--- src/rtl/stage_controller_if.sv ---
// stage_controller_if
//   Bundles the stage controller's request/status signals.
//   Ports (master = controller side):
//     start        in   one-cycle run request, all context measurements present
//     result_ack   in   consumer has taken the result
//     pe_busy      in   [NUM_PE] per-PE busy flags
//     pe_odd       in   [NUM_PE] per-PE odd-cluster flags
//     global_stage out  [STAGE_WIDTH] registered stage broadcast
//     context_id   out  [CTX_W] context currently resident in the PEs
//     iteration    out  [ITER_W] completed grow/merge iterations
//     result_valid out  high while the stage is RESULT_VALID
//     ctrl_busy    out  high while the stage is not IDLE
//     overflow     out  sticky iteration / merge-length cap flag
interface stage_controller_if #(
  parameter int NUM_PE      = 64,
  parameter int CTX_W       = 1,
  parameter int ITER_W      = 5,
  parameter int STAGE_WIDTH = 3
);
  logic                   start;
  logic                   result_ack;
  logic [NUM_PE-1:0]      pe_busy;
  logic [NUM_PE-1:0]      pe_odd;
  logic [STAGE_WIDTH-1:0] global_stage;
  logic [CTX_W-1:0]       context_id;
  logic [ITER_W-1:0]      iteration;
  logic                   result_valid;
  logic                   ctrl_busy;
  logic                   overflow;

  modport master (
    input  start, result_ack, pe_busy, pe_odd,
    output global_stage, context_id, iteration, result_valid, ctrl_busy, overflow
  );

  modport slave (
    output start, result_ack, pe_busy, pe_odd,
    input  global_stage, context_id, iteration, result_valid, ctrl_busy, overflow
  );
endinterface

--- src/rtl/stage_controller.sv ---
// stage_controller
//   Sequences the PE array through load, grow/merge iterations over all
//   time-multiplexed contexts, peeling, and result hand-off.
//   Ports:
//     clk    in  clock
//     reset  in  synchronous active-high reset
//     bus    stage_controller_if.master (start/result_ack/pe_busy/pe_odd in,
//            global_stage/context_id/iteration/result_valid/ctrl_busy/overflow out)
//   Stage encodings: IDLE=0, MEASUREMENT_LOADING=1, GROW=2, MERGE=3,
//   WRITE_TO_MEM=4, PEELING=5, RESULT_VALID=6.
module stage_controller #(
  parameter int NUM_PE       = 64,
  parameter int NUM_CONTEXTS = 2,
  parameter int MAX_ITER     = 31,
  parameter int MERGE_QUIET  = 2,
  parameter int MERGE_MAX    = 255
) (
  input  logic               clk,
  input  logic               reset,
  stage_controller_if.master bus
);
  localparam int ITER_W      = $clog2(MAX_ITER + 1);
  localparam int CTX_W       = (NUM_CONTEXTS > 1) ? $clog2(NUM_CONTEXTS) : 1;
  localparam int MCNT_W      = $clog2(MERGE_MAX + 1);
  localparam int QCNT_W      = $clog2(MERGE_QUIET + 1);
  localparam int STAGE_WIDTH = 3;

  localparam logic [STAGE_WIDTH-1:0] STAGE_IDLE                = 3'd0;
  localparam logic [STAGE_WIDTH-1:0] STAGE_MEASUREMENT_LOADING = 3'd1;
  localparam logic [STAGE_WIDTH-1:0] STAGE_GROW                = 3'd2;
  localparam logic [STAGE_WIDTH-1:0] STAGE_MERGE               = 3'd3;
  localparam logic [STAGE_WIDTH-1:0] STAGE_WRITE_TO_MEM        = 3'd4;
  localparam logic [STAGE_WIDTH-1:0] STAGE_PEELING             = 3'd5;
  localparam logic [STAGE_WIDTH-1:0] STAGE_RESULT_VALID        = 3'd6;

  localparam logic [2:0] S_IDLE   = 3'd0;
  localparam logic [2:0] S_LOAD   = 3'd1;
  localparam logic [2:0] S_GROW   = 3'd2;
  localparam logic [2:0] S_MERGE  = 3'd3;
  localparam logic [2:0] S_SWAP_G = 3'd4;
  localparam logic [2:0] S_PEEL   = 3'd5;
  localparam logic [2:0] S_SWAP_P = 3'd6;
  localparam logic [2:0] S_RESULT = 3'd7;

  logic [2:0]             state_q, state_d;
  logic [STAGE_WIDTH-1:0] stage_q, stage_d;
  logic [CTX_W-1:0]       ctx_q, ctx_d;
  logic [ITER_W-1:0]      iter_q, iter_d;
  logic                   ovf_q, ovf_d;
  logic                   odd_seen_q, odd_seen_d;
  logic [MCNT_W-1:0]      mcnt_q, mcnt_d;
  logic [QCNT_W-1:0]      quiet_q, quiet_d;
  logic                   busy_any_q, odd_any_q;

  logic [NUM_PE-1:0]      busy_w, odd_w;
  logic                   iter_end, odd_eff, quiet_done, cap_hit;

  assign busy_w = bus.pe_busy;
  assign odd_w  = bus.pe_odd;

  always_comb begin
    state_d    = state_q;
    ctx_d      = ctx_q;
    iter_d     = iter_q;
    ovf_d      = ovf_q;
    odd_seen_d = odd_seen_q;
    mcnt_d     = mcnt_q;
    quiet_d    = quiet_q;
    iter_end   = 1'b0;
    odd_eff    = odd_seen_q;
    quiet_done = 1'b0;
    cap_hit    = 1'b0;

    case (state_q)
      S_IDLE: begin
        // Round state is cleared on the way into LOAD so the previous
        // round's iteration/overflow stay readable while idle.
        if (bus.start) begin
          state_d    = S_LOAD;
          ctx_d      = '0;
          iter_d     = '0;
          ovf_d      = 1'b0;
          odd_seen_d = 1'b0;
        end
      end
      S_LOAD: state_d = S_GROW;
      S_GROW: begin
        state_d = S_MERGE;
        mcnt_d  = '0;
        quiet_d = '0;
      end
      S_MERGE: begin
        mcnt_d = mcnt_q + MCNT_W'(1);
        // busy_any is not trusted for the first two cycles: it still
        // reflects PE activity from before the merge began.
        if (mcnt_q >= MCNT_W'(2)) begin
          quiet_d    = busy_any_q ? '0 : quiet_q + QCNT_W'(1);
          quiet_done = !busy_any_q && (quiet_q == QCNT_W'(MERGE_QUIET - 1));
        end
        cap_hit = (mcnt_q == MCNT_W'(MERGE_MAX - 1));
        if (quiet_done || cap_hit) begin
          if (cap_hit) ovf_d = 1'b1;
          odd_seen_d = odd_seen_q | odd_any_q;
          if (NUM_CONTEXTS == 1) begin
            iter_end = 1'b1;
            odd_eff  = odd_seen_q | odd_any_q;
          end else begin
            state_d = S_SWAP_G;
            ctx_d   = ctx_q + CTX_W'(1);
          end
        end
      end
      S_SWAP_G: begin
        // context_id already advanced on entry; wrap to 0 means every
        // context has finished this iteration.
        if (ctx_q != '0) state_d = S_GROW;
        else             iter_end = 1'b1;
      end
      S_PEEL: begin
        if (NUM_CONTEXTS == 1) state_d = S_RESULT;
        else begin
          state_d = S_SWAP_P;
          ctx_d   = ctx_q + CTX_W'(1);
        end
      end
      S_SWAP_P: state_d = (ctx_q != '0) ? S_PEEL : S_RESULT;
      S_RESULT: if (bus.result_ack) state_d = S_IDLE;
      default:  state_d = S_IDLE;
    endcase

    // Iteration bookkeeping; the cap is judged on the incremented count, so
    // at most MAX_ITER grow/merge passes are run.
    if (iter_end) begin
      iter_d = (iter_q == ITER_W'(MAX_ITER)) ? iter_q : iter_q + ITER_W'(1);
      if (odd_eff && (iter_d != ITER_W'(MAX_ITER))) begin
        state_d    = S_GROW;
        odd_seen_d = 1'b0;
      end else begin
        if (odd_eff) ovf_d = 1'b1;
        state_d = S_PEEL;
      end
    end
  end

  always_comb begin
    stage_d = STAGE_IDLE;
    case (state_d)
      S_IDLE:            stage_d = STAGE_IDLE;
      S_LOAD:            stage_d = STAGE_MEASUREMENT_LOADING;
      S_GROW:            stage_d = STAGE_GROW;
      S_MERGE:           stage_d = STAGE_MERGE;
      S_SWAP_G, S_SWAP_P: stage_d = STAGE_WRITE_TO_MEM;
      S_PEEL:            stage_d = STAGE_PEELING;
      S_RESULT:          stage_d = STAGE_RESULT_VALID;
      default:           stage_d = STAGE_IDLE;
    endcase
  end

  always_ff @(posedge clk) begin
    if (reset) begin
      state_q    <= S_IDLE;
      stage_q    <= STAGE_IDLE;
      ctx_q      <= '0;
      iter_q     <= '0;
      ovf_q      <= 1'b0;
      odd_seen_q <= 1'b0;
      mcnt_q     <= '0;
      quiet_q    <= '0;
      busy_any_q <= 1'b0;
      odd_any_q  <= 1'b0;
    end else begin
      state_q    <= state_d;
      stage_q    <= stage_d;
      ctx_q      <= ctx_d;
      iter_q     <= iter_d;
      ovf_q      <= ovf_d;
      odd_seen_q <= odd_seen_d;
      mcnt_q     <= mcnt_d;
      quiet_q    <= quiet_d;
      busy_any_q <= |busy_w;
      odd_any_q  <= |odd_w;
    end
  end

  assign bus.global_stage = stage_q;
  assign bus.context_id   = ctx_q;
  assign bus.iteration    = iter_q;
  assign bus.overflow     = ovf_q;
  assign bus.result_valid = (stage_q == STAGE_RESULT_VALID);
  assign bus.ctrl_busy    = (stage_q != STAGE_IDLE);
endmodule

--- src/flat_wrapper.sv ---
// flat-port wrapper written by rule: the top's interface ports become plain ports
module stage_controller_flat 
#(
  parameter int NUM_PE       = 64,
  parameter int NUM_CONTEXTS = 2,
  parameter int MAX_ITER     = 31,
  parameter int MERGE_QUIET  = 2,
  parameter int MERGE_MAX    = 255
)
  (clk, reset, bus_start, bus_result_ack, bus_pe_busy, bus_pe_odd, bus_global_stage, bus_context_id, bus_iteration, bus_result_valid, bus_ctrl_busy, bus_overflow);
  stage_controller_if #(.NUM_PE(NUM_PE), .CTX_W(1), .ITER_W(5)) bus_i ();
  input  logic clk;
  input  logic reset;
  input wire logic [$bits(bus_i.start)-1:0] bus_start;
  input wire logic [$bits(bus_i.result_ack)-1:0] bus_result_ack;
  input wire logic [$bits(bus_i.pe_busy)-1:0] bus_pe_busy;
  input wire logic [$bits(bus_i.pe_odd)-1:0] bus_pe_odd;
  output wire logic [$bits(bus_i.global_stage)-1:0] bus_global_stage;
  output wire logic [$bits(bus_i.context_id)-1:0] bus_context_id;
  output wire logic [$bits(bus_i.iteration)-1:0] bus_iteration;
  output wire logic [$bits(bus_i.result_valid)-1:0] bus_result_valid;
  output wire logic [$bits(bus_i.ctrl_busy)-1:0] bus_ctrl_busy;
  output wire logic [$bits(bus_i.overflow)-1:0] bus_overflow;
  assign bus_i.start = bus_start;
  assign bus_i.result_ack = bus_result_ack;
  assign bus_i.pe_busy = bus_pe_busy;
  assign bus_i.pe_odd = bus_pe_odd;
  assign bus_global_stage = bus_i.global_stage;
  assign bus_context_id = bus_i.context_id;
  assign bus_iteration = bus_i.iteration;
  assign bus_result_valid = bus_i.result_valid;
  assign bus_ctrl_busy = bus_i.ctrl_busy;
  assign bus_overflow = bus_i.overflow;
  stage_controller #(.NUM_PE(NUM_PE), .NUM_CONTEXTS(NUM_CONTEXTS), .MAX_ITER(MAX_ITER), .MERGE_QUIET(MERGE_QUIET), .MERGE_MAX(MERGE_MAX)) u_core (.clk(clk), .reset(reset), .bus(bus_i));
endmodule
--- config.mk ---
export PLATFORM = sky130hd
export DESIGN_NAME = stage_controller_flat
export DESIGN_NICKNAME = d
export VERILOG_FILES = /design/src/rtl/stage_controller_if.sv /design/src/rtl/stage_controller.sv /design/src/flat_wrapper.sv
export SDC_FILE = /design/constraint.sdc
export NUM_CORES = 1
export LEC_CHECK = 0
export BUFFER_PORTS_ARGS = -buffer_cell sky130_fd_sc_hd__buf_2
export CAP_MARGIN = 20
export CELL_PAD_IN_SITES_DETAIL_PLACEMENT = 0
export CELL_PAD_IN_SITES_GLOBAL_PLACEMENT = 1
export CORE_ASPECT_RATIO = 0.5
export CORE_UTILIZATION = 23
export CTS_CLUSTER_DIAMETER = 50
export DETAILED_ROUTE_END_ITERATION = 7
export PLACE_DENSITY = 0.81
export SLEW_MARGIN = 20
export SYNTH_ARGS = -nofsm -noshare
export SYNTH_HDL_FRONTEND = slang
export SYNTH_SLANG_ARGS = --single-unit
--- constraint.sdc ---
create_clock -name clk -period 1.8 [get_ports clk]
set_clock_uncertainty 0.15 [all_clocks]
set_input_delay 0.27 -clock clk [delete_from_list [all_inputs] [get_ports clk]]
set_output_delay 0.27 -clock clk [all_outputs]
set_load 0.1 [all_outputs]
# --- Word-level counts from Yosys, hierarchy flattened ---
# Memories as Yosys holds them, arrays and structs flattened. A register that Yosys moved wholly into a read port is not among the register bits.
# Index checks and enable logic that the tools add are counted.
word_totals:
  reg_bits: 23
  rom_bits: 24
  wordCells: 81
  mem_count: 1
  output_inout_bits: 12
  in_bits: 132
memory_table:
  columns: ["name", "depth", "width", "read_ports", "rd_clocked_by_memory_dff", "write_ports", "line", "source"]
  rows:
  - ["(name not given)", 8, 3, 1, 1, 0, "stage_controller.sv:147", "case (state_d)"]
op_classes:
  reduce_logical: 15
  n_lt_le_gt_ge: 1
  n_addsub: 4
  n_eq_ne: 15
  n_bitwise: 1
  muxes: 35
op_table:
  columns: ["op", "count"]
  rows:
  - ["$reduce_or 64->1", 2]
  - ["$pmux 3 s8", 1]
  - ["$mux 5", 4]
  - ["$mux 3", 6]
  - ["$mux 1", 16]
  - ["$pmux 8 s2", 1]
  - ["$eq 3x3->1 const B", 5]
  - ["$add 8x1->8 const B", 1]
  - ["$eq 8x8->1 const B", 1]
  - ["$ge 8x2->1 const B", 1]
  - ["$eq 3x2->1 const B", 2]
  - ["$mux 2", 3]
  - ["$reduce_bool 2->1", 3]
  - ["$reduce_bool 3->1", 2]
  - ["$add 5x1->5 const B", 1]
  - ["$eq 5x5->1 const B", 1]
  - ["$ne 5x5->1 const B", 1]
  - ["$ne 2x1->1 const B", 2]
  - ["$pmux 1 s2", 2]
  - ["$pmux 2 s2", 1]
  - ["$reduce_and 2->1", 2]
  - ["$eq 3x1->1 const B", 1]
  - ["$logic_not 3->1", 1]
  - ["$pmux 1 s3", 1]
  - ["other kinds (9)", 10]

# --- Depth between registers and ports, before layout ---
# Gate-level depths: netlist of the first run.
logic_depth:
  ltp_word: 10
  mapped_depth: 7
  ltp_nobuf: 7

# --- Worst setup path before layout of the first run ---
# No wires, ideal clock.
synth_timing:
  kind: "register -> output"
  start: "register u_core.stage_q[1] (netlist: u_core.bus.global_stage[1])"
  end: "output port bus_result_valid"
  arrival_time_ps: 3247
  path_buffers: 0
  path_stages_with_launch: 2
  t_required_ps: 1380
  slack_ps: -1867
  cell_sequence: "dfxtp_1 -> nor3b_1"
synth_via:
  elab_chain_len: 1
synth_lines:
  columns: ["item", "line", "source"]
  rows:
  - ["from (decl)", "stage_controller.sv:46", "logic [STAGE_WIDTH-1:0] stage_q, stage_d;"]
  - ["$eq 3x3->1", "stage_controller.sv:189", "assign bus.result_valid = (stage_q == STAGE_RESULT_VALID);"]
  - ["to (decl)", "flat_wrapper.sv:21", "output wire logic [$bits(bus_i.result_valid)-1:0] bus_result_valid;"]
# Every way passes these cells.

# --- Worst setup path after layout of the first run ---
layout_timing:
  start: "register u_core.mcnt_q[0]"
  end: "register u_core.stage_q[0] (netlist: u_core.bus.global_stage[0])"
layout_via:
  elab_chain_len: 7
  word_cells_on_any_way: 8
  classes_between: "order compare: 1; eq/ne: 1; mux: 5; reduce/logical: 1"
layout_lines:
  columns: ["item", "line", "source"]
  rows:
  - ["from (decl)", "stage_controller.sv:51", "logic [MCNT_W-1:0] mcnt_q, mcnt_d;"]
  - ["from (signal assigned)", "stage_controller.sv:178", "mcnt_q <= mcnt_d;"]
  - ["$ge 8x2->1", "stage_controller.sv:96", "if (mcnt_q >= MCNT_W'(2)) begin"]
  - ["$mux 1", "stage_controller.sv:96", null]
  - ["$mux 1", "stage_controller.sv:74", "case (state_q)"]
  - ["$logic_or 1x1->1 (*)", "stage_controller.sv:101", "if (quiet_done || cap_hit) begin"]
  - ["$mux 3 (*)", "stage_controller.sv:101", null]
  - ["$pmux 3 s8 (*)", "stage_controller.sv:74", null]
  - ["$mux 3 (*)", "stage_controller.sv:133", "if (iter_end) begin"]
# Every way passes the cells marked *; elsewhere a longest branch is shown, timed or not. The select of a mux whose other input is x is not followed.
# A chain may end at the register's enable or synchronous reset.

==> impl.org, run 1 <==
** Clocking
- CTS built an H-tree with a depth of 1.
- After clock tree synthesis, the clock-pin slew on the worst setup and hold paths is 0.06 ns.
- The number of clock buffers added by TritonCTS is 3.
- Number of hold buffers added after CTS :: 0
- TritonCTS built the clock tree.
- Clock tree synthesis found a total of 25 sinks.
- The clock reaches the later pin of the worst-skew pair after approximately 0.26 ns.
- No sink is reached through more buffers than the 2 on the longest clock path.
- Library cell used as clock root buffer :: sky130_fd_sc_hd__clkbuf_16

** Cells and area
- In the final layout, the share of cells above drive strength 1 is 0.531.
- Counting the fill cells in the layout gives between 700 and 800.
- Syn-to-layout area delta :: 69.4%
- Total area of sequential cells :: 528 µm²
- Number of antenna cells inserted :: 0
- Once layout is complete, the utilization of the core stands at 0.417.
- Combined area of the multi-input logic cells :: between 1000 and 1500 µm²
- Final layout net count :: 514
- Post-Layout Inst Area :: around 2900 µm²

** Critical path
- Endpoint class of the critical path :: flop
- Critical path fanouts, max :: 7
- Cell with the biggest individual delay on the critical path :: sky130_fd_sc_hd__dfxtp_2
- Arr. time, crit path :: 1.79 ns
- Walking the worst path, the cells encountered are inv_2 > ha_4 > nor4_4 > a21oi_2 > a21oi_4 > nand2_2 > a311oi_2.
- On the critical path the largest part of the delay comes from compound AO/OA/AOI/OAI gates.
- CP Class :: reg -> reg
- Critical path startpoint category :: flop
- Together, buffers and inverters on the worst path number 1.
- Critical path's largest stage delay :: 0.33 ns
- Required time at the endpoint of the critical path :: 1.82 ns

** Drt
- The first detailed-routing pass took 4 iterations.
- The detail route stage leaves a number of antenna-violating nets equal to 0.
- Summing over every cut layer, the via total after detailed routing is 2,318.
- In the routed design, unresolved DRC markers number 0.
- After detailed routing, the number of vias per cell comes to 4.94.
- In the final routed layout, each cell accounts on average for 13.8 µm.
- The routed design has 6.47 mm of wire.
- In this run, the number of DRC markers left after iteration 0 of detailed routing was 139.

** Floorplan
- Core area :: 6910 µm²
- Measured along the x axis, the die boundary spans 124 µm.
- FP Rows :: 21
- The die is 62.8 µm tall.
- Floorplan die area :: 7770 µm²
- The initial utilization of the core area, before any placement, comes to 0.246.
- I/O pin count :: 144

** Placed design
- Cell Area, Placed :: 2700 µm²
- OpenSTA, run right after detailed placement, puts the worst setup slack at -0.0510 ns.
- Routability Congestion :: 0.771
- After legalization and detailed placement, the total HPWL measured 5.35 mm.
- Port buffering added between 100 and 150 buffers.

** STA
- Dividing the final minimum period by the clock period gives 0.984.
- At the pin with the least slew margin, the transition time is 0.488 ns.
- The routed design could run at a clock period as short as 1.77 ns.
- Relative slew slack :: 0.677
- Count of endpoints failing hold in the final timing report :: 0
- Achievable frequency :: 565 MHz
- RSZ-0062 raised after global routing :: true
- Setup ws final :: 0.0296 ns
- Max-slew violation total from the final report :: 0
- Number of endpoints failing setup at the final stage :: 0
- Summed over all failing endpoints, the final setup total negative slack is 0 ns.

** Synthesis
- Async set-reset flop share out of synthesis :: 0
- Flip-flop and latch count after synthesis :: 25
- Number of flops mapped to enable cells by yosys :: 0
- The number of nets handed over by synthesis was about 350.
- Synth Area per Inst :: about 8 µm²
- Total number of yosys warnings :: 0
- Post-synthesis instance total :: around 220
- Top area cells in the synthesized netlist :: sky130_fd_sc_hd__dfxtp_1 29%, sky130_fd_sc_hd__nor4_1 14%, sky130_fd_sc_hd__nor2_1 5.5%
- Distinct cell type count after synthesis :: 50
- Share of the yosys chip area belonging to registers :: 0.294
- Synth area leader :: sky130_fd_sc_hd__dfxtp_1
- Among all flip-flop cells after synthesis, the most frequent one is sky130_fd_sc_hd__dfxtp_1.
- Summing every instance area after synthesis gives 1700 µm².
- Area share of the leading cell type in the synthesized netlist :: 0.294

** Power and ir drop
- Of the total power, the share spent switching nets is 0.324.
- The share of total power dissipated in the clock network is 0.291.
- Sequential share of power :: 0.365
- Internal :: between 1 and 1.5 mW
- Static leakage :: 1.27 nW
- The analysis attributes to net switching a power of 0.536 mW.
- Largest voltage drop on the vdd net :: 0.000264 V
- Dividing total power by cell area gives a power density of 574 nW/µm².
- Combinational power share :: 0.344

** Global routing
- Largest net degree at the start of global routing :: 16
- The number of antenna violations at the first check in global routing came to 0.
- After global routing the overflow that remains totals 0.
- In the global route stage, overall resource usage came out at 0.164.
- Global-route wire length before repair :: 10.2 mm
- Via count of the first global-routing pass :: 2,145

** Min path
- Path category of the worst min-delay check :: in -> reg

** Job
- The tool flagged a number of max-cap violations equal to 0.

** Status
- The run finished with clean final reports.
## Yosys cell counts (3+ instances only)
library cell               count
sky130_fd_sc_hd__a21o_1        3
sky130_fd_sc_hd__a21oi_1      17
sky130_fd_sc_hd__a22oi_1       3
sky130_fd_sc_hd__a31oi_1       3
sky130_fd_sc_hd__and2_1        3
sky130_fd_sc_hd__clkbuf_1      5
sky130_fd_sc_hd__dfxtp_1      25
sky130_fd_sc_hd__ha_1          4
sky130_fd_sc_hd__inv_1         5
sky130_fd_sc_hd__nand2_1      14
sky130_fd_sc_hd__nand3_1       6
sky130_fd_sc_hd__nand4_1       9
sky130_fd_sc_hd__nor2_1       25
sky130_fd_sc_hd__nor2b_1       3
sky130_fd_sc_hd__nor3_1        6
sky130_fd_sc_hd__nor4_1       38
sky130_fd_sc_hd__o21ai_0       6
sky130_fd_sc_hd__or3_1         3
## layer usage
metal,up-vias,track usage,part of all wire
met5,-,0,0
li1,1171,-,-
met2,71,0.267,0.48
met4,0,0.0301,0.0056
met1,1074,0.235,0.47
met3,2,0.0100,0.046
## final timing paths
kind / start / to / slack (ns) / cells after the start
setup / recovery: u_core.mcnt_q[0]$_SDFFE_PP0P_ / u_core.bus.global_stage[0]$_SDFF_PP0_ / 0.03 / 7
hold / removal: reset / u_core.bus.global_stage[1]$_SDFF_PP0_ / 0.17 / 2
setup reg to reg: u_core.mcnt_q[0]$_SDFFE_PP0P_ / u_core.bus.global_stage[0]$_SDFF_PP0_ / 0.03 / 7
hold reg to reg: u_core.quiet_q[1]$_SDFFE_PP0P_ / u_core.quiet_q[1]$_SDFFE_PP0P_ / 0.34 / 2
## power groups by stage
stage	Combinational [mW]	Clock (mW)	Sequential, mW
global route	0.616	0.516	0.608
detailed placement	0.554	0	0.613
floorplan	0.255	0	0.667
finish	0.570	0.482	0.604
global placement	0.553	0	0.614
CTS	0.561	0.494	0.600
## logic make-up (layout without fill, tap and decap cells)
logic type      after synthesis  count (layout)  synth area share
flops                        25              25             0.294
buf+inv                      15             174            0.0412
xor+xnor                      3               3            0.0154
simple gates                118             118             0.390
mux                           1               1           0.00588
compound gates               52              52             0.224
fa+ha+maj                     4               4            0.0294
## flip-flops by register name, summed over array words and instances (netlist names), 2 cells and up
signal                   count
u_core.mcnt_q                8
u_core.bus.global_stage      3
u_core.quiet_q               2
u_core.bus.iteration         5
u_core.state_q               2
## placed cells by master (no fill, tap or decap), drive strengths merged, types with 3 or more instances in the layout
| cell type | count |
|---|---|
| or3 | 4 |
| nand3b | 3 |
| o21ai | 8 |
| nand2 | 14 |
| nor4 | 38 |
| and2 | 3 |
| buf | 165 |
| nor3 | 6 |
| dfxtp | 25 |
| nor2 | 25 |
| nand3 | 6 |
| clkbuf | 4 |
| a31oi | 3 |
| inv | 5 |
| a21oi | 18 |
| ha | 4 |
| a21o | 3 |
| a22oi | 3 |
| nand4 | 9 |
| nor2b | 3 |
## worst reg2reg max path, cell delays in order (launching register included)
cell	delay, ns
sky130_fd_sc_hd__dfxtp_2	0.33
sky130_fd_sc_hd__inv_2	0.05
sky130_fd_sc_hd__ha_4	0.16
sky130_fd_sc_hd__nor4_4	0.27
sky130_fd_sc_hd__a21oi_2	0.12
sky130_fd_sc_hd__a21oi_4	0.27
sky130_fd_sc_hd__nand2_2	0.09
sky130_fd_sc_hd__a311oi_2	0.24
## area by class of cell
class	instances	share of cell area
tap	92	0.0399
sequential	25	0.183
multi-input combinational	178	0.426
clock buffer	4	0.0273
timing repair buffer	165	0.317
inverter	5	0.00651
## stage by stage
step / hold slack (ns) / cells / total power [mW]
5_1_grt: 0.192 / 469 / 1.74
6_report: 0.171 / 469 / 1.66
2_1_floorplan: 0.301 / 218 / 0.922
3_5_place_dp: 0.334 / 461 / 1.17
3_3_place_gp: 0.320 / 461 / 1.17
4_1_cts: 0.162 / 468 / 1.66
## what timing repair did
| action | 4_1_cts | 5_1_grt |
|---|---|---|
| pin swaps | 2 | 6 |
| resized for setup | 5 | 14 |
| endpoints found under the setup margin | 6 | 8 |
| setup buffers | 3 | 1 |
Note: power is estimated with default switching activity, not from simulation.
==> run 2: changes to the inputs <==
--- a/config.mk
+++ b/config.mk
@@ -9,11 +9,11 @@
 export CAP_MARGIN = 20
 export CELL_PAD_IN_SITES_DETAIL_PLACEMENT = 0
 export CELL_PAD_IN_SITES_GLOBAL_PLACEMENT = 1
-export CORE_ASPECT_RATIO = 0.5
 export CORE_UTILIZATION = 23
 export CTS_CLUSTER_DIAMETER = 50
 export DETAILED_ROUTE_END_ITERATION = 7
 export PLACE_DENSITY = 0.81
+export SETUP_SLACK_MARGIN = 0.15
 export SLEW_MARGIN = 20
 export SYNTH_ARGS = -nofsm -noshare
 export SYNTH_HDL_FRONTEND = slang
==> impl.org, run 2 (same netlist as run 1, synthesis figures left out) <==
** Status
- The flow ran to the end, and the final reports show no timing, DRC or antenna violations.

** Power and ir drop
- Static leakage :: 1.35 nW
- Combinational power share :: 0.399
- The share of total power dissipated in the clock network is 0.220.
- In this run the power density over the cells is 509 nW/µm².
- Largest voltage drop on the vdd net :: around 0.00024 V
- Sw Pwr :: between 0.5 and 0.6 mW
- The internal portion of the total power is 1.01 mW.
- Share of total power consumed by net switching :: 0.354
- The share of total power dissipated in sequential elements is 0.381.

** STA
- Count of endpoints failing hold in the final timing report :: 0
- Max-slew violation total from the final report :: 0
- For the pin with the worst max-slew slack, the measured transition is a little under 0.5 ns.
- Min Clock Period, post-route :: 1.70 ns
- Of the available clock period, the critical path in the final layout requires 0.947.
- Setup ws final :: 0.0956 ns
- Setup repair after global routing could not meet its margin everywhere.
- Summed over all failing endpoints, the final setup total negative slack is 0 ns.
- Achievable frequency :: about 590 MHz
- Measured against its own limit, the worst slew margin works out to 0.673.
- Setup violations remaining at the end of the flow were counted as 0.

** Drt
- In this run, the number of DRC markers left after iteration 0 of detailed routing was 90.
- The detailed router placed roughly 2.4k vias in this run.
- For this run, design rule violations remaining after detail routing come to 0.
- In this run the remaining antenna-violating nets after routing total 0.
- In the final routed layout, each cell accounts on average for between 10 and 15 µm.
- Final Routed Wirelength :: 6.31 mm
- Average via count per standard cell :: between 4 and 5
- The pre-antenna-repair detailed-routing pass consisted of 4 iterations.

** Job
- Number of maximum-capacitance violations :: 0

** Clocking
- Deepest level of the CTS H-tree :: 1
- Clock-pin slew of the registers on the worst-case setup and hold paths :: 0.09 ns
- Clock sink total :: 25
- CTS buffer count :: 3
- No sink is reached through more buffers than the 2 on the longest clock path.
- Skew-Pair Late Insertion Delay :: 0.27 ns
- TritonCTS clock tree :: yes
- Library cell used as clock root buffer :: sky130_fd_sc_hd__clkbuf_8
- Number of hold buffers added after CTS :: 0

** Floorplan
- Floorplan die area :: roughly 7700 µm²
- The initial utilization of the core area, before any placement, comes to 0.244.
- FP Rows :: 30
- Core area :: 6980 µm²
- In this run the count of I/O pins placed on the die edge is 144.
- X dimension of the die :: 88.0 µm
- Die Span Y :: 88.0 µm

** Placed design
- Post-Place Setup Slack :: -0.0490 ns
- The number of placed instances, taps included, is 466.
- Count of input and output buffers :: 143
- Routability Congestion :: ~0.78
- The HPWL after detailed placement is 4.82 mm.

** Cells and area
- The final layout contains 528 nets.
- Leaving out fill and tap cells, the most frequent cell in the layout is sky130_fd_sc_hd__buf_2.
- Total area of sequential cells :: 538 µm²
- Leaving out fill and tap cells, the most frequent cells in the layout are 139 x sky130_fd_sc_hd__buf_2, 36 x sky130_fd_sc_hd__nor4_1, 32 x sky130_fd_sc_hd__buf_4.
- The multi-input combinational cells in the finished layout cover a total of between 1000 and 1500 µm².
- 0 antenna diodes ended up in the layout.
- Final-layout fill cell count :: a little over 700
- Register with the highest flop count :: u_core.mcnt_q
- Max FFs per register :: 8
- After the flow finishes, the layout carries non-filler instances totaling slightly below 500.
- Of the cells placed in the final design, the portion with a size suffix greater than 1 is 0.581.
- Syn-to-layout area delta :: 80.4%

** Critical path
- CP Class :: reg -> reg
- Arr. time, crit path :: approximately 1.7 ns
- Critical path startpoint category :: flop
- Along the worst path, the maximum fanout reaches 7.
- At the worst endpoint, the required time is 1.82 ns.
- The critical path goes through nand2_1 > nor3_4 > a21oi_2 > buf_6 > buf_4 > a2111oi_4.
- Endpoint class of the critical path :: flop
- The largest individual stage delay along the critical path comes from the cell sky130_fd_sc_hd__dfxtp_1.
- Critical path's largest stage delay :: approximately 0.48 ns

** Global routing
- Entering global routing, the biggest net connects 16 pins.
- The first global-routing pass estimated 10.0 mm of wire.
- The total overflow left after global routing is 0.
- In the global route stage, overall resource usage came out at 0.163.
- The number of antenna violations at the first check in global routing was 0.
- Via count of the first global-routing pass :: 2,235

** Min path
- The tightest min-delay check is of the in -> reg type.
-- run 2: changes by cell type in the layout (fill, tap and decap cells not counted), sizes merged --
cell      change
clkinvlp      +1
clkbuf        +1
inv           -1
buf          +13
-- run 2: worst paths after layout --
| path | start | slack, ns | cells after the start | to |
|---|---|---|---|---|
| max reg2reg | u_core.mcnt_q[2]$_SDFFE_PP0P_ | 0.1 | 6 | u_core.bus.global_stage[2]$_SDFF_PP0_ |
| max | u_core.mcnt_q[2]$_SDFFE_PP0P_ | 0.1 | 6 | u_core.bus.global_stage[2]$_SDFF_PP0_ |
| min | bus_pe_odd[21] | 0.18 | 5 | u_core.odd_any_q$_SDFF_PP0_ |
| min reg2reg | u_core.quiet_q[1]$_SDFFE_PP0P_ | 0.37 | 2 | u_core.quiet_q[1]$_SDFFE_PP0P_ |
-- run 2: final cells by class --
class,count,share of cell area
clock buffers,4,0.0147
inverters,5,0.00733
multi-input cells,178,0.422
flip-flops and latches,25,0.175
well taps,96,0.0391
repair buffers,179,0.341
-- run 2: power groups by stage --
stage | registers [mW] | clock network (mW) | logic (mW)
global route | 0.600 | 0.378 | 0.671
finish | 0.596 | 0.344 | 0.623
CTS | 0.599 | 0.352 | 0.599
detailed placement | 0.613 | 0 | 0.590
global placement | 0.612 | 0 | 0.590
floorplan | 0.667 | 0 | 0.260
-- run 2: repair_timing --
item / 4_1_cts / 5_1_grt
resized for setup: 19 / 22
setup buffers: 9 / 8
pin swaps: 13 / 8
setup endpoints to repair: 12 / 18
-- run 2: worst max-delay path, delay by kind of cell, from the launching register on --
family          cells  cell delay, ns
compound gates      2            0.33
buf+inv             2            0.27
flops               1            0.48
simple gates        2            0.37
-- run 2: per-layer routing --
layer  vias up  wire length [µm]  GRT usage  share of wire
met5         -                 0          0              0
met4         0                41     0.0440         0.0065
met3         6               365     0.0311          0.058
met2        91              3190      0.288           0.50
met1      1091              2720      0.202           0.43
li1       1197                 -          -              -
-- run 2: metrics by stage --
step	power (mW)	instance area [µm²]	utilization	hold WS, ns
finish	1.56	3070	0.440	0.175
global route	1.65	3070	0.440	0.192
CTS	1.55	2940	0.421	0.178
detailed placement	1.20	2740	0.393	0.354
global placement	1.20	2740	0.393	0.323
floorplan	0.927	1770	-	0.301
==> run 3: changes to the inputs <==
--- a/config.mk
+++ b/config.mk
@@ -12,6 +12,7 @@
 export CORE_UTILIZATION = 23
 export CTS_CLUSTER_DIAMETER = 50
 export DETAILED_ROUTE_END_ITERATION = 7
+export MAX_ROUTING_LAYER = met4
 export PLACE_DENSITY = 0.81
 export SETUP_SLACK_MARGIN = 0.15
 export SLEW_MARGIN = 20
==> impl.org, run 3 (same netlist as run 1, synthesis figures left out) <==
** Drt
- The final route contains 2,372 vias.
- Final Routed Wirelength :: 6.30 mm
- For this run, design rule violations remaining after detail routing come to 0.
- In this run, the number of DRC markers left after iteration 0 of detailed routing was 96.
- Using the TritonRoute via totals, the vias-per-cell ratio works out to about 4.9.
- Once detail routing completed, the nets flagged for antenna violations numbered 0.
- WL per Instance :: roughly 13 µm
- The first TritonRoute pass finished after 4 iterations.

** Global routing
- Gr ovfl total :: 0
- Antenna violations before repair :: 0
- The first global-routing pass estimated roughly 10 mm of wire.
- Via count of the first global-routing pass :: 2,235
- Entering global routing, the biggest net connects 16 pins.
- In the global route stage, overall resource usage came out at 0.168.

** Status
- Run status :: complete, no violations

** Job
- Number of maximum-capacitance violations :: 0

** Critical path
- End of the critical path :: u_core.bus.global_stage[2]$_SDFF_PP0_
- Tracing the worst setup path back leads to its startpoint at u_core.mcnt_q[2]$_SDFFE_PP0P_.
- The kind of cell with the highest combined delay along the critical path is flip-flops.
- The largest single stage delay on the critical path is 0.48 ns.
- Startpoint of the worst-slack reg-to-reg timing path :: u_core.mcnt_q[2]$_SDFFE_PP0P_
- Together, buffers and inverters on the worst path number 2.
- The worst register-to-register path has a depth of 6.
- Critical path, cell by cell :: nand2_1 > nor3_4 > a21oi_2 > buf_6 > buf_4 > a2111oi_4
- At the worst endpoint, the arrival time is 1.73 ns.
- Critical path startpoint category :: flop
- Of all nets on the critical path, the largest fanout is 7.
- Endpoint class of the critical path :: flop
- The endpoint identified for the worst register-to-register timing path is u_core.bus.global_stage[2]$_SDFF_PP0_.
- Setup slack on the worst flop-to-flop path :: around 0.095 ns
- The setup path with the least slack is of type reg -> reg.
- Depth of the critical timing path with buffers and inverters included :: 6
- Cell with the biggest individual delay on the critical path :: sky130_fd_sc_hd__dfxtp_1
- Required time at the endpoint of the critical path :: 1.82 ns

** Clocking
- Maximum buffer depth of the clock tree :: 2
- Deepest level of the CTS H-tree :: 1
- CTS buffer count :: 3
- TritonCTS built the clock tree.
- Clock-pin slew was measured on the worst setup and hold paths at 0.09 ns.
- Skew-Pair Late Insertion Delay :: 0.27 ns
- Clock sink total :: 25
- Library cell used as clock root buffer :: sky130_fd_sc_hd__clkbuf_8
- Number of hold buffers added after CTS :: 0

** Floorplan
- The die covers 7750 µm².
- The core region is roughly 7000 µm².
- The die is between 80 and 90 µm wide.
- For this configuration, the core starts out at a cell density of 0.244.
- Die Span Y :: 88.0 µm
- FP Rows :: 30
- In this run the count of I/O pins placed on the die edge is 144.

** STA
- RSZ-0062 raised after global routing :: true
- In this run the tightest slew margin relative to its limit is 0.672.
- Number of endpoints failing setup at the final stage :: 0
- Across all setup checks in the final design, the least slack found is 0.0948 ns.
- Achievable frequency :: 586 MHz
- Max-slew violation total from the final report :: 0
- The final hold violation count is 0.
- At the pin with the least slew margin, the transition time is 0.495 ns.
- Min Clock Period, post-route :: 1.71 ns
- In the finished design, the share of the clock period the worst path needs comes to 0.947.

** Cells and area
- Syn-to-layout area delta :: 80.4%
- Final layout net count :: 528
- Top library cells by usage in the layout, fill and taps aside :: 139 x sky130_fd_sc_hd__buf_2, 36 x sky130_fd_sc_hd__nor4_1, 32 x sky130_fd_sc_hd__buf_4
- The register with the most flip-flops in the layout has 8 of them.
- The number of antenna diodes in the final layout is 0.
- Register with the highest flop count :: u_core.mcnt_q
- After the flow finishes, the layout carries non-filler instances totaling 487.
- Post-Layout Inst Area :: between 3000 and 4000 µm²
- In the final layout, the share of cells above drive strength 1 is 0.581.
- Leaving out fill and tap cells, the most frequent cell in the layout is sky130_fd_sc_hd__buf_2.
- After filler insertion, the fill cell instance count of the layout stands at 711.

** Placed design
- Routability Congestion :: 0.794
- Final HPWL from detailed placement :: 4.82 mm
- Post-Place Setup Slack :: -0.0490 ns
- Summing all placed instances gives a cell area of 2740 µm².
- Port buffering added about 140 buffers.
- Once placement completed, the tool counted placed cells totaling 466.

** Power and ir drop
- Static leakage :: between 1 and 1.5 nW
- Largest voltage drop on the vdd net :: 0.000236 V
- Dividing total power by cell area gives a power density of 508 nW/µm².

** Min path
- The min-delay analysis places its worst path in the category in -> reg.
[run 3: cell counts in the layout (fill, tap and decap cells not counted)]
No cell type changed its count.
[run 3: power breakdown]
| group | switching (mW) | total [mW] | leakage (nW) | internal [mW] |
|---|---|---|---|---|
| clock network | 0.183 | 0.341 | 0.0228 | 0.159 |
| registers | 0.0281 | 0.596 | 0.212 | 0.568 |
| logic | 0.339 | 0.622 | 1.11 | 0.283 |
| total | 0.550 | 1.56 | 1.35 | 1.01 |
[run 3: routing by layer]
metal  vias up  part of all wire  global-route usage  routed length [µm]
li1       1196                 -                   -                   -
met1      1088              0.43               0.204                2730
met2        82              0.51               0.288                3200
met3         6             0.052              0.0273                 330
met4         0            0.0060              0.0440                  38
met5         -                 0                   -                   0
[run 3: worst reg2reg max path: cells and delay by family (launching register included)]
| family | cells | cell delay (ns) |
|---|---|---|
| compound gates | 2 | 0.34 |
| buf+inv | 2 | 0.27 |
| flops | 1 | 0.48 |
| simple gates | 2 | 0.38 |
[run 3: final cells by class]
type	instances	area [µm²]	area share
repair buffers	179	1050	0.341
flip-flops and latches	25	538	0.175
inverters	5	22.5	0.00733
multi-input cells	178	1300	0.422
clock buffers	4	45.0	0.0147
well taps	96	120	0.0391
[run 3: worst min-delay path by stage]
stage               cells past startpoint                            from                                  to
finish                                  5                  bus_pe_odd[21]         u_core.odd_any_q$_SDFF_PP0_
global route                            5                  bus_pe_odd[56]         u_core.odd_any_q$_SDFF_PP0_
CTS                                     5                  bus_pe_odd[21]         u_core.odd_any_q$_SDFF_PP0_
detailed placement                      2  u_core.quiet_q[1]$_SDFFE_PP0P_      u_core.quiet_q[1]$_SDFFE_PP0P_
global placement                        2  u_core.quiet_q[1]$_SDFFE_PP0P_      u_core.quiet_q[1]$_SDFFE_PP0P_
floorplan                               3                           reset  u_core.bus.context_id$_SDFFE_PP0P_
[run 3: what timing repair did]
action	4_1_cts	5_1_grt
setup buffers	9	8
resized for setup	19	22
pin swaps	13	8
endpoints found under the setup margin	12	18
[run 3: stage by stage]
step                hold slack [ns]  setup TNS (ns)  power, mW   util
floorplan                     0.301          -0.258      0.927      -
global route                  0.192               0       1.65  0.440
global placement              0.323               0       1.20  0.393
CTS                           0.178               0       1.55  0.421
finish                        0.176               0       1.56  0.440
detailed placement            0.354         -0.0490       1.20  0.393
